===== src/rtl/ifetch_mem_port_pkg.sv =====
// ifetch_mem_port_pkg: shared widths, NOP encoding and fetch FSM states
package ifetch_mem_port_pkg;
  localparam int instruction_address_size = 32;
  localparam int instruction_size = 32;
  localparam logic [31:0] nop_inst = 32'h0000_0013;
  typedef enum logic [1:0] {IDLE, FETCH, DONE} state_t;
endpackage


===== src/rtl/ifetch_mem_port_if.sv =====
// ifetch_mem_port_if: i-cache fetch request/response plus byte-wide RAM port
interface ifetch_mem_port_if import ifetch_mem_port_pkg::*; #(
  parameter int ADDR_W = instruction_address_size,
  parameter int INST_W = instruction_size
);
  logic instruction_read_flag;
  logic [ADDR_W-1:0] instruction_read_address;
  logic instruction_flag;
  logic [INST_W-1:0] instruction;
  logic running;
  logic [7:0] mem_din;
  logic [ADDR_W-1:0] mem_a;
  logic mem_wr;
  modport slave (
    input  instruction_read_flag, instruction_read_address, running, mem_din,
    output instruction_flag, instruction, mem_a, mem_wr
  );
  modport master (
    output instruction_read_flag, instruction_read_address, running, mem_din,
    input  instruction_flag, instruction, mem_a, mem_wr
  );
endinterface


===== src/rtl/ifetch_byte_asm.sv =====
// ifetch_byte_asm: four little-endian byte slots, with the byte being captured forwarded into word_nxt
module ifetch_byte_asm (
  input  logic        clk,
  input  logic        rst_n,
  input  logic        clr,
  input  logic        cap,
  input  logic [1:0]  cap_idx,
  input  logic [7:0]  din,
  output logic [31:0] word_nxt
);
  logic [3:0][7:0] slot;
  always_ff @(posedge clk or negedge rst_n)
    if (!rst_n) slot <= '0;
    else if (clr) slot <= '0;
    else if (cap) slot[cap_idx] <= din;
  always_comb begin
    word_nxt = slot;
    if (cap) word_nxt[{cap_idx, 3'b000} +: 8] = din;
  end
endmodule


===== src/rtl/ifetch_mem_port.sv =====
// ifetch_mem_port: fetch responder assembling a 32-bit LE word from four byte reads; IFETCH_ALIGN_CHECK_EN answers misaligned requests with NOP_INST
module ifetch_mem_port import ifetch_mem_port_pkg::*; #(
  parameter int ADDR_W = instruction_address_size,
  parameter int INST_W = instruction_size
`ifdef IFETCH_ALIGN_CHECK_EN
  , parameter logic [INST_W-1:0] NOP_INST = nop_inst
`endif
) (
  input logic clk,
  input logic rst_n,
  ifetch_mem_port_if.slave bus
);
  state_t state, state_nxt;
  logic [ADDR_W-1:0] base;
  logic [2:0] idx;
  logic [1:0] pend_idx, cap_idx;
  logic pend_v, cap_v, start, misaligned, abort, issue, cap, done;
  logic [31:0] word_nxt;
  assign bus.mem_wr = 1'b0;
  always_comb begin
`ifdef IFETCH_ALIGN_CHECK_EN
    misaligned = bus.instruction_read_address[1:0] != 2'b00;
`else
    misaligned = 1'b0;
`endif
    start = state == IDLE && bus.instruction_read_flag && bus.running;
    abort = state == FETCH && (!bus.instruction_read_flag || bus.instruction_read_address != base);
    cap = cap_v && !abort;
    done = cap && cap_idx == 2'd3;
    issue = state == FETCH && !abort && bus.running && idx < 3'd4;
    state_nxt = (state == DONE || abort) ? IDLE :
                start ? (misaligned ? DONE : FETCH) :
                done ? DONE : state;
  end
  always_ff @(posedge clk or negedge rst_n)
    if (!rst_n) state <= IDLE;
    else state <= state_nxt;
  // pend tags the address now on mem_a; cap tags the byte now on mem_din
  always_ff @(posedge clk or negedge rst_n)
    if (!rst_n) begin
      base <= '0;
      idx <= '0;
      pend_v <= 1'b0;
      pend_idx <= '0;
      cap_v <= 1'b0;
      cap_idx <= '0;
      bus.mem_a <= '0;
      bus.instruction_flag <= 1'b0;
      bus.instruction <= '0;
    end else begin
      pend_v <= (start && !misaligned) || issue;
      pend_idx <= start ? 2'd0 : idx[1:0];
      cap_v <= pend_v && !abort;
      cap_idx <= pend_idx;
      if (start && !misaligned) begin
        base <= bus.instruction_read_address;
        bus.mem_a <= bus.instruction_read_address;
        idx <= 3'd1;
      end else if (issue) begin
        bus.mem_a <= base + ADDR_W'(idx);
        idx <= idx + 3'd1;
      end
      bus.instruction_flag <= done || (start && misaligned);
`ifdef IFETCH_ALIGN_CHECK_EN
      bus.instruction <= done ? word_nxt[INST_W-1:0] : (start && misaligned) ? NOP_INST : '0;
`else
      bus.instruction <= done ? word_nxt[INST_W-1:0] : '0;
`endif
    end
  ifetch_byte_asm u_asm (
    .clk(clk),
    .rst_n(rst_n),
    .clr(state == IDLE || abort),
    .cap(cap),
    .cap_idx(cap_idx),
    .din(bus.mem_din),
    .word_nxt(word_nxt)
  );
endmodule


===== src/flat_wrapper.sv =====
// flat-port wrapper written by rule: the top's interface ports become plain ports
module ifetch_mem_port_flat import ifetch_mem_port_pkg::*;
#(
  parameter int ADDR_W = instruction_address_size,
  parameter int INST_W = instruction_size

)
  (clk, rst_n, bus_instruction_read_flag, bus_instruction_read_address, bus_running, bus_mem_din, bus_instruction_flag, bus_instruction, bus_mem_a, bus_mem_wr);
  ifetch_mem_port_if #(.ADDR_W(ADDR_W), .INST_W(INST_W)) bus_i ();
  input logic clk;
  input logic rst_n;
  input wire logic [$bits(bus_i.instruction_read_flag)-1:0] bus_instruction_read_flag;
  input wire logic [$bits(bus_i.instruction_read_address)-1:0] bus_instruction_read_address;
  input wire logic [$bits(bus_i.running)-1:0] bus_running;
  input wire logic [$bits(bus_i.mem_din)-1:0] bus_mem_din;
  output wire logic [$bits(bus_i.instruction_flag)-1:0] bus_instruction_flag;
  output wire logic [$bits(bus_i.instruction)-1:0] bus_instruction;
  output wire logic [$bits(bus_i.mem_a)-1:0] bus_mem_a;
  output wire logic [$bits(bus_i.mem_wr)-1:0] bus_mem_wr;
  assign bus_i.instruction_read_flag = bus_instruction_read_flag;
  assign bus_i.instruction_read_address = bus_instruction_read_address;
  assign bus_i.running = bus_running;
  assign bus_i.mem_din = bus_mem_din;
  assign bus_instruction_flag = bus_i.instruction_flag;
  assign bus_instruction = bus_i.instruction;
  assign bus_mem_a = bus_i.mem_a;
  assign bus_mem_wr = bus_i.mem_wr;
  ifetch_mem_port #(.ADDR_W(ADDR_W), .INST_W(INST_W)) u_core (.clk(clk), .rst_n(rst_n), .bus(bus_i));
endmodule

===== config.mk =====
export PLATFORM = sky130hd
export DESIGN_NAME = ifetch_mem_port_flat
export DESIGN_NICKNAME = d
export VERILOG_FILES = /design/src/rtl/ifetch_mem_port_pkg.sv /design/src/rtl/ifetch_mem_port_if.sv /design/src/rtl/ifetch_byte_asm.sv /design/src/rtl/ifetch_mem_port.sv /design/src/flat_wrapper.sv
export SDC_FILE = /design/constraint.sdc
export NUM_CORES = 1
export LEC_CHECK = 0
export CORE_ASPECT_RATIO = 1.25
export CORE_MARGIN = 2
export CORE_UTILIZATION = 50
export CTS_BUF_LIST = sky130_fd_sc_hd__clkbuf_16
export DETAILED_ROUTE_END_ITERATION = 7
export GPL_ROUTABILITY_DRIVEN = 1
export PLACE_DENSITY = 0.77
export SYNTH_ARGS = -nofsm -noshare
export SYNTH_HDL_FRONTEND = slang
export SYNTH_SLANG_ARGS = --single-unit
export TNS_END_PERCENT = 100

===== constraint.sdc =====
create_clock -name clk -period 3.2 [get_ports clk]
set_clock_uncertainty 0.2 [all_clocks]
set_input_delay 0.96 -clock clk [delete_from_list [all_inputs] [get_ports clk]]
set_output_delay 0.96 -clock clk [all_outputs]
set_load 0.1 [all_outputs]

==> impl_results.md <==
* Delay-heaviest family, CP: simple AND/OR/NAND/NOR gates
* CP Capture Type: register
* Largest net degree at the start of global routing at 76
* Filler Cell Count at 1018
* Wire length per cell at 18.8 µm
* WHS at 141 ps
* First-pass GRT wire length at around 30 mm
* Clk pin slew, worst setup/hold paths at 60 ps
* Max_cap viols at 0
* Leakage Power at 4.43 nW
* Rows at 47
* Slew of the pin with the lowest slew margin at around 530 ps
* CP Max Fanout at 8
* Cell count after synthesis at 711
* TritonCTS buffer count at 17
* Slowest stage cell, crit path: or4_4
* Antenna violations before repair at 0
* CTS hold repair buffers at 0
* Area grow syn2layout at 35.6%
* Via-to-Cell Ratio at roughly 5.7
* Mapped cell area at between 6000 and 7000 µm²
* Avg Cell Area, Syn at roughly 9.5 µm²
* 1st-iter DRT viols at about 340
* Final ANT Viol Nets at 0
* Slowest stage delay, CP at about 490 ps
* Die Y-Extent at 134 µm
* Post-DP HPWL at roughly 14 mm
* R2R Setup Slk at 390 ps
* Final setup violation count at 0
* Post-synth EDFFs at 0
* Type of the worst min-delay path: in -> async
* Worst path required time at ~3300 ps
* GPL Wtd Cong at between 0.8 and 0.9
* Pwr Density at ~850 nW/µm²
* Fmax at around 0.32 GHz
* GRT Total Usage at 27.0%
* H-tree levels at 4
* Initial core utilization at between 50% and 60%
* Most frequent cells in the layout: dfrtp_1, buf_4, nand2_1
* Most common cell after layout, fill and taps aside: dfrtp_1
* Die W at around 110 µm
* Worst vdd ir at 0.000749 V
* Synth warnings at 0
* Worst-Skew Late Latency at about 420 ps
* Fin. max-slew vios at 0
* Port buffer count at around 110
* Io pins at 110
* Vias in the first global route at approximately 6000
* Primary FF master, synth: dfrtp_1
* CP arrival at 3260 ps
* CP startpoint kind: input port
* # DRC at 0
* Seq cells post-synth at 132
* Overall routed net length at ~20 mm
* Fin util at slightly below 70%
* Sequential share of the synthesized area at around half
* Crit path buf inv count at 5
* Slew headroom at between 60% and 70%
* Core area at between 10000 and 15000 µm²
* Clock Tree Root: clkbuf_16
* CTS max path bufs at 2
* Diode count at 0
* Final setup margin at between 50 and 60 ps
* CP cell instances: clkdlybuf4s50_1 -> buf_4 -> nand2b_1 -> nand3_1 -> or4_4 -> buf_4 -> nor3_4 -> buf_6 -> o21ai_4 -> buf_6 -> nor4bb_1
* Clock sink count at 132
* Multi-input gate area at 3300 µm²
* Final hold violations at 0
* Dpl ws at -588 ps
* Final worst path period share at a little over nine tenths
* Synth cell types at 64
* Layout cell share with drive strength beyond 1 at between 20 and 30%
* Initial DRT Pass Iterations at 5
* GRT overflow at 0
* DIE AREA at approximately 14000 µm²
* Syn_nets at around 770
* Layout Nets at just over 900
* Reg area at approximately 3300 µm²
* Vias post-DR at approximately 6000
* Async S/R FF share, synth at between 90% and 100%
* CTS tree: built
* Crit Path Category: in -> reg
* Minimum clock period at approximately 3100 ps
* Status: complete, no violations
-- sequential cells by signal, summed over array words and instances, names as in the netlist --
name and flops:
u_core.pend_idx 2, u_core.bus.mem_a 32, u_core.u_asm.slot 24, u_core.idx 3, u_core.base 32, u_core.bus.instruction_flag 1, u_core.cap_v 1, u_core.cap_idx 2
u_core.state 2, u_core.bus.instruction 32, u_core.pend_v 1
-- cells in the mapped netlist (3+ instances only) --
cell | n | area, µm²
a21oi_1 | 54 | 270
and2_1 | 3 | 18.8
and3_1 | 5 | 31.3
and4_1 | 8 | 70.1
buf_1 | 11 | 41.3
buf_2 | 8 | 40.0
buf_6 | 3 | 33.8
clkbuf_1 | 34 | 128
dfrtp_1 | 132 | 3300
ha_1 | 9 | 113
inv_1 | 16 | 60.1
mux2i_1 | 24 | 240
nand2_1 | 121 | 454
nand2b_1 | 12 | 75.1
nand3_1 | 35 | 175
nand4_1 | 19 | 119
nor2_1 | 32 | 120
nor2b_1 | 19 | 119
nor3_1 | 7 | 35.0
nor4bb_1 | 9 | 90.1
o211ai_1 | 20 | 150
o211ai_2 | 3 | 37.5
o21ai_0 | 8 | 40.0
o21ai_1 | 21 | 105
o31ai_1 | 3 | 22.5
xnor2_1 | 31 | 272
xor2_1 | 15 | 131
-- routing by layer --
metal  global-route usage, %  wire length, µm
met5                       0                0
met1                    33.4             7610
met3                    4.71             1030
met2                    45.9            10200
met4                    12.0              745
-- worst paths after layout --
path                                                       start                              endpoint  depth (start not counted)
min in group clk                    u_core.pend_idx[0]$_DFF_PN0_           u_core.cap_idx[0]$_DFF_PN0_                          0
worst min-delay path                                       rst_n  u_core.bus.instruction[11]$_DFF_PN0_                          1
max in group asynchronous                                  rst_n           u_core.base[24]$_DFFE_PN0P_                          2
worst max register to register       u_core.base[15]$_DFFE_PN0P_  u_core.bus.instruction[30]$_DFF_PN0_                         10
worst max-delay path            bus_instruction_read_address[23]  u_core.bus.instruction[30]$_DFF_PN0_                         11
worst min register to register      u_core.pend_idx[0]$_DFF_PN0_           u_core.cap_idx[0]$_DFF_PN0_                          0
-- final cells by class --
| type | instances | share of cell area [%] |
|---|---|---|
| flip-flops and latches | 132 | 36.1 |
| multi-input cells | 505 | 36.1 |
| repair buffers | 185 | 18.4 |
| clock buffers | 17 | 4.65 |
| well taps | 171 | 2.34 |
| clock inverters | 15 | 1.76 |
| inverters | 17 | 0.697 |
-- power by group --
part           leakage, nW  internal, mW  switching (mW)
registers             1.73          2.03           0.480
logic                 2.41          1.06            2.26
clock network        0.288          1.11           0.837
total                 4.43          4.20            3.58
-- through the flow --
step	TNS, ps	power (mW)	cell area [µm²]	instances
after floorplan	0	4.70	6750	711
after global placement	-43270	5.65	8210	997
after detailed placement	-42220	5.71	8210	997
after CTS	0	7.70	8840	1030
after global routing	-23.2	8.11	9150	1042
final	0	7.78	9150	1042
-- cell families (layout without fill, tap and decap cells) --
logic type / Yosys count / in the layout / synth area share [%]
other: 1 / 1 / 0.0556
AO/OA/AOI/OAI: 129 / 129 / 11.7
XOR/XNOR: 47 / 47 / 6.21
multiplexers: 26 / 26 / 3.89
buffers and inverters: 74 / 234 / 4.65
AND/OR/NAND/NOR: 292 / 292 / 22.5
adder cells (fa/ha/maj): 10 / 10 / 1.97
flip-flops: 132 / 132 / 49.0
-- timing repair --
action,in CTS,in global routing
setup buffers,1,8
setup endpoints to repair,57,67
cloned,0,5
gates resized for setup,7,43
pin swaps,3,22
Power figures use the tool's default switching activity.
